--- config.mk ---
export PLATFORM = sky130hd
export DESIGN_NAME = c3s4_layer_sequencer_flat
export DESIGN_NICKNAME = d
export VERILOG_FILES = /design/src/rtl/c3s4_layer_sequencer_if.sv /design/src/rtl/c3s4_layer_sequencer.sv /design/src/flat_wrapper.sv
export SDC_FILE = /design/constraint.sdc
export NUM_CORES = 1
export LEC_CHECK = 0
export CORE_AREA = 2 2 322 324
export CTS_BUF_LIST = sky130_fd_sc_hd__clkbuf_16
export DETAILED_ROUTE_END_ITERATION = 12
export DIE_AREA = 0 0 324 326
export GPL_TIMING_DRIVEN = 0
export SYNTH_ARGS = -nofsm -noshare
export SYNTH_HDL_FRONTEND = slang
export SYNTH_SLANG_ARGS = --single-unit
--- constraint.sdc ---
create_clock -name clk -period 3.8 [get_ports clk]
set_clock_uncertainty 0.05 [all_clocks]
set_input_delay 0.38 -clock clk [delete_from_list [all_inputs] [get_ports clk]]
set_output_delay 0.38 -clock clk [all_outputs]
set_load 0.01 [all_outputs]
--- src/rtl/c3s4_layer_sequencer_if.sv ---
// c3s4_layer_sequencer_if: scheduler, weight-stream, kernel-RAM and layer signals of the C3S4 sequencer
// Ports (slave = sequencer view):
//   start, reload       in   run request, reload-kernels qualifier sampled with start
//   wt_valid, wt_data   in   upstream kernel word stream
//   wt_ready            out  kernel word accepted when wt_valid & wt_ready
//   kram_addr/data/we   out  kernel RAM write port, we one-hot per feature map
//   layer_en            out  level enable to C3S4_layer
//   layer_fin           in   work_finished pulse from C3S4_layer
//   busy, done, err     out  status: not idle, completion pulse, sticky watchdog error
//   kernels_ok          out  full kernel set loaded since reset
interface c3s4_layer_sequencer_if #(
    parameter int FEATURE_MAP_NUM = 6,
    parameter int KRAM_AW = 9,
    parameter int KWORD_W = 400
);
    logic start;
    logic reload;
    logic wt_valid;
    logic wt_ready;
    logic [KWORD_W-1:0] wt_data;
    logic [KRAM_AW-1:0] kram_addr;
    logic [KWORD_W-1:0] kram_data;
    logic [FEATURE_MAP_NUM-1:0] kram_we;
    logic layer_en;
    logic layer_fin;
    logic busy;
    logic done;
    logic err;
    logic kernels_ok;
    modport master(
        output start, reload, wt_valid, wt_data, layer_fin,
        input wt_ready, kram_addr, kram_data, kram_we, layer_en, busy, done, err, kernels_ok
    );
    modport slave(
        input start, reload, wt_valid, wt_data, layer_fin,
        output wt_ready, kram_addr, kram_data, kram_we, layer_en, busy, done, err, kernels_ok
    );
endinterface

--- src/rtl/c3s4_layer_sequencer.sv ---
// c3s4_layer_sequencer: loads per-feature-map kernel RAMs from a weight stream, then runs the C3S4 layer under a watchdog
// Ports:
//   clk    in  clock
//   rst_n  in  synchronous reset, active low
//   bus    c3s4_layer_sequencer_if.slave (start/reload, weight stream, kernel RAM writes,
//          layer_en/layer_fin, busy/done/err/kernels_ok status)
module c3s4_layer_sequencer #(
    parameter int KERNEL_NUM = 16,
    parameter int FEATURE_MAP_NUM = 6,
    parameter int KRAM_AW = 9,
    parameter int KWORD_W = 400,
    parameter int ARM_CYCLES = 2,
    parameter int TIMEOUT = 20000
) (
    input logic clk,
    input logic rst_n,
    c3s4_layer_sequencer_if.slave bus
);
    localparam int KW = KERNEL_NUM > 1 ? $clog2(KERNEL_NUM) : 1;
    localparam int FW = FEATURE_MAP_NUM > 1 ? $clog2(FEATURE_MAP_NUM) : 1;
    localparam int AW = ARM_CYCLES > 1 ? $clog2(ARM_CYCLES) : 1;
    typedef enum logic [2:0] {IDLE, LOAD, ARM, RUN, DONE, ERR} state_t;
    state_t state;
    logic [KW-1:0] k;
    logic [FW-1:0] f;
    logic [AW-1:0] arm_cnt;
    logic [31:0] wd;
    logic last_k, last_f;
    assign last_k = k == KW'(KERNEL_NUM - 1);
    assign last_f = f == FW'(FEATURE_MAP_NUM - 1);
    always_ff @(posedge clk) begin
        if (!rst_n) begin
            state <= IDLE;
            k <= '0;
            f <= '0;
            arm_cnt <= '0;
            wd <= '0;
            bus.wt_ready <= 1'b0;
            bus.kram_addr <= '0;
            bus.kram_data <= '0;
            bus.kram_we <= '0;
            bus.layer_en <= 1'b0;
            bus.busy <= 1'b0;
            bus.done <= 1'b0;
            bus.err <= 1'b0;
            bus.kernels_ok <= 1'b0;
        end else begin
            bus.kram_we <= '0;
            bus.done <= 1'b0;
            case (state)
                IDLE: if (bus.start) begin
                    bus.err <= 1'b0;
                    bus.busy <= 1'b1;
                    arm_cnt <= '0;
                    if (bus.reload || !bus.kernels_ok) begin
                        state <= LOAD;
                        k <= '0;
                        f <= '0;
                        bus.wt_ready <= 1'b1;
                        bus.kernels_ok <= 1'b0;
                    end else begin
                        state <= ARM;
                    end
                end
                // wt_ready is held high throughout LOAD, so valid alone means accepted;
                // the write lands one cycle after acceptance from the captured word.
                LOAD: if (bus.wt_valid) begin
                    bus.kram_we <= {{(FEATURE_MAP_NUM-1){1'b0}}, 1'b1} << f;
                    bus.kram_addr <= KRAM_AW'(k);
                    bus.kram_data <= bus.wt_data;
                    f <= last_f ? '0 : f + FW'(1);
                    k <= last_f && !last_k ? k + KW'(1) : k;
                    if (last_f && last_k) begin
                        state <= ARM;
                        bus.wt_ready <= 1'b0;
                        bus.kernels_ok <= 1'b1;
                    end
                end
                ARM: if (arm_cnt == AW'(ARM_CYCLES - 1)) begin
                    state <= RUN;
                    bus.layer_en <= 1'b1;
                    wd <= '0;
                end else begin
                    arm_cnt <= arm_cnt + AW'(1);
                end
                // layer_fin is checked first so a finish on the last allowed cycle still completes.
                RUN: if (bus.layer_fin) begin
                    state <= DONE;
                    bus.layer_en <= 1'b0;
                    bus.done <= 1'b1;
                end else if (wd == 32'(TIMEOUT - 1)) begin
                    state <= ERR;
                    bus.layer_en <= 1'b0;
                    bus.err <= 1'b1;
                end else begin
                    wd <= wd + 32'd1;
                end
                DONE, ERR: begin
                    state <= IDLE;
                    bus.busy <= 1'b0;
                end
                default: state <= IDLE;
            endcase
        end
    end
endmodule

--- src/flat_wrapper.sv ---
// flat-port wrapper written by rule: the top's interface ports become plain ports
module c3s4_layer_sequencer_flat 
#(
    parameter int KERNEL_NUM = 16,
    parameter int FEATURE_MAP_NUM = 6,
    parameter int KRAM_AW = 9,
    parameter int KWORD_W = 400,
    parameter int ARM_CYCLES = 2,
    parameter int TIMEOUT = 20000
)
  (clk, rst_n, bus_start, bus_reload, bus_wt_valid, bus_wt_data, bus_layer_fin, bus_wt_ready, bus_kram_addr, bus_kram_data, bus_kram_we, bus_layer_en, bus_busy, bus_done, bus_err, bus_kernels_ok);
  c3s4_layer_sequencer_if #(.FEATURE_MAP_NUM(FEATURE_MAP_NUM), .KRAM_AW(KRAM_AW), .KWORD_W(KWORD_W)) bus_i ();
  input logic clk;
  input logic rst_n;
  input wire logic [$bits(bus_i.start)-1:0] bus_start;
  input wire logic [$bits(bus_i.reload)-1:0] bus_reload;
  input wire logic [$bits(bus_i.wt_valid)-1:0] bus_wt_valid;
  input wire logic [$bits(bus_i.wt_data)-1:0] bus_wt_data;
  input wire logic [$bits(bus_i.layer_fin)-1:0] bus_layer_fin;
  output wire logic [$bits(bus_i.wt_ready)-1:0] bus_wt_ready;
  output wire logic [$bits(bus_i.kram_addr)-1:0] bus_kram_addr;
  output wire logic [$bits(bus_i.kram_data)-1:0] bus_kram_data;
  output wire logic [$bits(bus_i.kram_we)-1:0] bus_kram_we;
  output wire logic [$bits(bus_i.layer_en)-1:0] bus_layer_en;
  output wire logic [$bits(bus_i.busy)-1:0] bus_busy;
  output wire logic [$bits(bus_i.done)-1:0] bus_done;
  output wire logic [$bits(bus_i.err)-1:0] bus_err;
  output wire logic [$bits(bus_i.kernels_ok)-1:0] bus_kernels_ok;
  assign bus_i.start = bus_start;
  assign bus_i.reload = bus_reload;
  assign bus_i.wt_valid = bus_wt_valid;
  assign bus_i.wt_data = bus_wt_data;
  assign bus_i.layer_fin = bus_layer_fin;
  assign bus_wt_ready = bus_i.wt_ready;
  assign bus_kram_addr = bus_i.kram_addr;
  assign bus_kram_data = bus_i.kram_data;
  assign bus_kram_we = bus_i.kram_we;
  assign bus_layer_en = bus_i.layer_en;
  assign bus_busy = bus_i.busy;
  assign bus_done = bus_i.done;
  assign bus_err = bus_i.err;
  assign bus_kernels_ok = bus_i.kernels_ok;
  c3s4_layer_sequencer #(.KERNEL_NUM(KERNEL_NUM), .FEATURE_MAP_NUM(FEATURE_MAP_NUM), .KRAM_AW(KRAM_AW), .KWORD_W(KWORD_W), .ARM_CYCLES(ARM_CYCLES), .TIMEOUT(TIMEOUT)) u_core (.clk(clk), .rst_n(rst_n), .bus(bus_i));
endmodule
Yosys cells after proc, flatten, opt, wreduce, memory -nomap -nowiden. Cells that the tools add are included.

Input port bits: 406. Output and inout bits: 421. Bits in registers: 459.

Add/sub/neg operators: 4. Shift operators: 1. Muxes and demuxes: 45. Equal/unequal tests: 18. Reductions and logical operators: 24.

Operators by type and width (number): 32-bit 2-to-1 mux (3); 32-bit one-hot mux with 2 select lines (1); 32-bit by 1-bit adder with 32-bit output, second input constant (1); 32-bit by 15-bit equality test with 1-bit output, second input constant (1); 3-bit 2-to-1 mux (10); 1-bit 2-to-1 mux (17); 4-bit 2-to-1 mux (4); 5-bit AND reduction (3); 1-bit one-hot mux with 2 select lines (6); 3-bit one-hot mux with 4 select lines (1); 4-bit AND reduction (3); 2-bit by 1-bit != test with 1-bit output, second input constant (5); 2-bit nonzero test (5); 3-bit equality test, second input constant (3); 2-bit != test, second input constant (4); 4-bit one-hot mux with 2 select lines (1); 2-bit AND reduction (4); 3-bit by 2-bit equality test with 1-bit output, second input constant (2); 3-bit one-hot mux with 2 select lines (1); 3-bit AND reduction (2); 1-bit by 3-bit << shifter with 6-bit output, first input constant (1); 4-bit by 1-bit adder with 4-bit output, second input constant (1); 4-bit equality test, second input constant (1); 3-bit by 1-bit adder with 3-bit output, second input constant (1); 9 further kinds (11).

Depth between registers and ports, before layout.
Depth in word-level cells: 6. Depth in mapped cells: 8. Mapped depth without buffers: 6.

Worst setup path after synthesis. No wires, ideal clock.

Path type: input port to flip-flop. From: input port bus_layer_fin. To: register u_core.wd[30]. Setup time: 0.071 ns. Required time: 3.679 ns. Slack: 1.477 ns. Data arrival time: 2.203 ns. Buffers on the path: 2. Stages: 7. Path through: and2_1 > or4_4 > buf_6 > or3_1 > clkbuf_2 > or4_1 > a21oi_1.

Longest elaborated chain between the ends: 2.

RTL lines: start, declared (line flat_wrapper.sv:19) `input wire logic [$bits(bus_i.layer_fin)-1:0] bus_layer_fin;`; 2-bit != test (no line); 4-bit AND reduction (no line); end signal, assigned (line c3s4_layer_sequencer.sv:96) `wd <= wd + 32'd1;`; end, declared (line c3s4_layer_sequencer.sv:27) `logic [31:0] wd;`.

Every way passes these cells. A chain may end at the register's enable or synchronous reset.

Final worst setup path.
From: register u_core.state[2]. To: register u_core.bus.kram_data[278].

Longest elaborated chain between the ends: 2.

RTL lines: start, declared (line c3s4_layer_sequencer.sv:23) `state_t state;`; start signal, assigned (line c3s4_layer_sequencer.sv:33) `state <= IDLE;`; start signal, assigned (line c3s4_layer_sequencer.sv:56) `state <= LOAD;`; start signal, assigned (line c3s4_layer_sequencer.sv:62) `state <= ARM;`; 3-bit by 1-bit equality test with 1-bit output (line c3s4_layer_sequencer.sv:50) `case (state)`; 2-bit AND reduction (no line); end signal, assigned (line c3s4_layer_sequencer.sv:70) `bus.kram_data <= bus.wt_data;`; end, declared (line c3s4_layer_sequencer_if.sv:36) `output wt_ready, kram_addr, kram_data, kram_we, layer_en, busy, done, err, kernels_ok`.

Every way passes these cells.

==> reports/results.txt <==
outcome = finished clean
Post-synth EDFFs = 0
Arr. time, crit path = 3.82 ns
# fillers = 11080
Via density = 4.030
VDD IR-drop max = 0.3516 mV
Setup TNS Final = 0 ns
initial core utilization = 16.24%
Reg area = 9189 µm²
Crit-path slowest cell = clkbuf_1
first-pass GRT wire length = 114.0 mm
Routed WL = 81.87 mm
Post-DP Area = 26620 µm²
Critical Path Sink Type = flip-flop
yosys warns = 0
WP data required = 4.29 ns
period utilisation layout = 87.52%
Yosys reg bits = 459
critical path peak fanout = 10
CTS sink count = 459
Worst Tran Pin Value = 1.326 ns
CTS tree = built
WP buf/inv = 4
Fin. Hold Viols = 0
die area = 105600 µm²
# H-tree levels = 2
Layout area overhead = 69.63%
NumNets Final = 3384
starting DRC count in detailed routing = 1064
CORE AREA = 102600 µm²
vias post-DR = 17720
Max Clk Rate = 0.3007 GHz
die width = 324 µm
Std-Cell Rows = 118
clock latency on the worst-skew pair = 0.63 ns
Post-Place Cells = 4300
remaining antenna violation count = 0
met2 Resource Use GR = 22.47%
Pwr Density = 529.7 nW/µm²
post-synthesis sequential area ratio = 55.13%
Multi-input gate area = 6835 µm²
critical path depth = 7
Post-CTS Setup Repair Bufs = 0
root buffer cell = clkbuf_16
post-detail-place hpwl = 64.62 mm
post-synth top area share = 55.13%
Critical Path, Cell by Cell = clkbuf_1 -> nor4bb_1 -> clkbuf_2 -> clkbuf_1 -> clkbuf_1 -> nand2_1 -> a21oi_1
HP Class = in2reg
RSZ-0062 raised after global routing = false
I/O Pins = 827
GRT met3 Usage = 6.565%
I/O Buffers = 820
Critical Path Source Type = flip-flop
crit path time final = 3.326 ns
met1 usage = 18.26%
Layout Cells excl Fill = 4397
share of cells above drive strength 1 = 3.085%
Synth async-reset ratio = 0%
synthesized cell area = 16670 µm²
final core utilization = 27.55%
WL per Instance = 18.62 µm
Die Ht = 326 µm
synth top area cells = dfxtp_1 55%, nand2_1 19%, a21oi_1 10%, a21boi_0 3.9%, clkbuf_1 3.3%
CP top delay family = buffers and inverters
Reg clk slew, reported paths = 0.06 ns
GR peak layer = met2
Crit Reg-Reg Startpoint = u_core.state[2]
clock buffer depth = 3
top cells by count, synth = 844 x nand2_1, 459 x dfxtp_1, 342 x a21oi_1
vias in the first global route = 16780
slew margin rel. = 11.59%
Worst Setup SP = u_core.state[2]
Yosys top cell by area = dfxtp_1
Num CTS Buffers = 54
Syn Area/Cell = 7.952 µm²
largest net degree at the start of global routing = 14
Synth Instances = 2096
router iterations before antenna repair = 7
R2R setup slack = 0.47 ns
count leader, synth = nand2_1
crit path kind = reg2reg
CP endpoint = u_core.bus.kram_data[278]
RD Place Congestion = 0.9059
RR Endpoint = u_core.bus.kram_data[278]
R2R depth = 7
Final setup viols = 0
Max Cap Viol = 0
Leakage = 0.009403 µW
antenna violations before repair = 13
grt ovf = 0
Largest stage delay, worst path = 0.66 ns
DRC viols = 0
Top cell by count, worst path = clkbuf_1
GRT Total Usage = 14.72%
final instance area = 28270 µm²
top_reg_cell synth = dfxtp_1
library cells used by synthesis = 52
Max Slew Vio Count = 0
==> cell usage in the layout, fill, tap and decap left out, drive strengths merged, types with 6 or more instances in the layout <==
cell           Yosys  final
nand2            844    844
nand3             15     15
a21boi            86     86
or3               11     11
or4                6      6
dfxtp            459    459
clkdlybuf4s50      0    820
nor2              27     27
inv                8     17
o31ai              7      7
and3               9      9
nand4             11     11
clkinv             0     26
nand2b             8      8
mux2i              6      6
clkbuf           148    203
nor3               6      6
o21ai             13     13
buf               12     12
nor4              19     19
xnor2              8      8
a21oi            342    342
==> metal layers <==
metal  vias up  wire length, µm
li1       8632                -
met1      8239            33620
met2       714            35740
met3       126             9945
met4         8             2521
met5         -               43
==> kinds of logic after synthesis <==
family / count (synthesis) / share of synthesized area (%)
buffers and inverters: 168 / 3.949
and+or+nand+nor: 983 / 24.05
muxes: 6 / 0.3603
AOI/OAI and AO/OA: 466 / 15.76
xor gates and xnor gates: 11 / 0.5781
DFF: 459 / 55.13
adders and majority gates: 2 / 0.1501
other: 1 / 0.02250
==> how the worst min path moves through the flow <==
stage          cells past startpoint                         to  slack (ns)                 startpoint
2_1_floorplan                      2              u_core.wd[11]        0.40              u_core.wd[11]
3_3_place_gp                       2  u_core.bus.kram_data[163]        0.39  u_core.bus.kram_data[163]
3_5_place_dp                       2   u_core.bus.kram_data[69]        0.40   u_core.bus.kram_data[69]
4_1_cts                            3      u_core.bus.kram_we[0]         0.1                      rst_n
5_1_grt                            3      u_core.bus.kram_we[0]        0.18                      rst_n
6_report                           3      u_core.bus.kram_we[0]        0.17                      rst_n
==> flip-flops by register name, summed over array words and instances (netlist names) <==
name,cells
u_core.wd,32
u_core.bus.kram_data,400
u_core.bus.kram_we,6
u_core.bus.err,1
u_core.bus.kram_addr,4
u_core.bus.kernels_ok,1
u_core.state,3
u_core.bus.busy,1
u_core.k,4
u_core.bus.done,1
u_core.bus.layer_en,1
u_core.bus.wt_ready,1
u_core.f,3
u_core.arm_cnt,1
==> worst register-to-register path, stage by stage (launching register included) <==
cell,delay (ns)
dfxtp_1,0.30
clkbuf_1,0.19
nor4bb_1,0.38
clkbuf_2,0.52
clkbuf_1,0.61
clkbuf_1,0.66
nand2_1,0.32
a21oi_1,0.21
==> layout make-up <==
cell class              count  area share (%)
repair buffers            820           29.03
flip-flops and latches    459           32.50
inverters                   8          0.1062
multi-input cells        1473           24.18
clock inverters            40          0.9559
well taps                1380           6.107
diodes                      2         0.01770
plain buffers             160           2.239
clock buffers              55           4.868
==> what timing repair did <==
action | 4_1_cts | 5_1_grt
gates resized for setup | 3 | 3
endpoints found under the setup margin | 31 | 2
gates cloned | 0 | 0
hold buffers | 0 | 0
==> power by group <==
group          switching (µW)  total (µW)  internal (µW)
combinational            2290        4170           1880
clock                    2190        4990           2810
sequential                376        5820           5440
total                    4850       15000          10100
==> stage by stage <==
| step | setup WS (ns) | total power [µW] | hold slack [ns] |
|---|---|---|---|
| after floorplan | 1.477 | 7525 | 0.4017 |
| after global placement | -1.088 | 10090 | 0.3911 |
| after detailed placement | -1.058 | 10110 | 0.3955 |
| after CTS | 0.2285 | 15180 | 0.09515 |
| after global routing | 0.08955 | 15760 | 0.1822 |
| final | 0.4741 | 14980 | 0.1687 |
No activity file was read; power rests on OpenSTA's default activity.
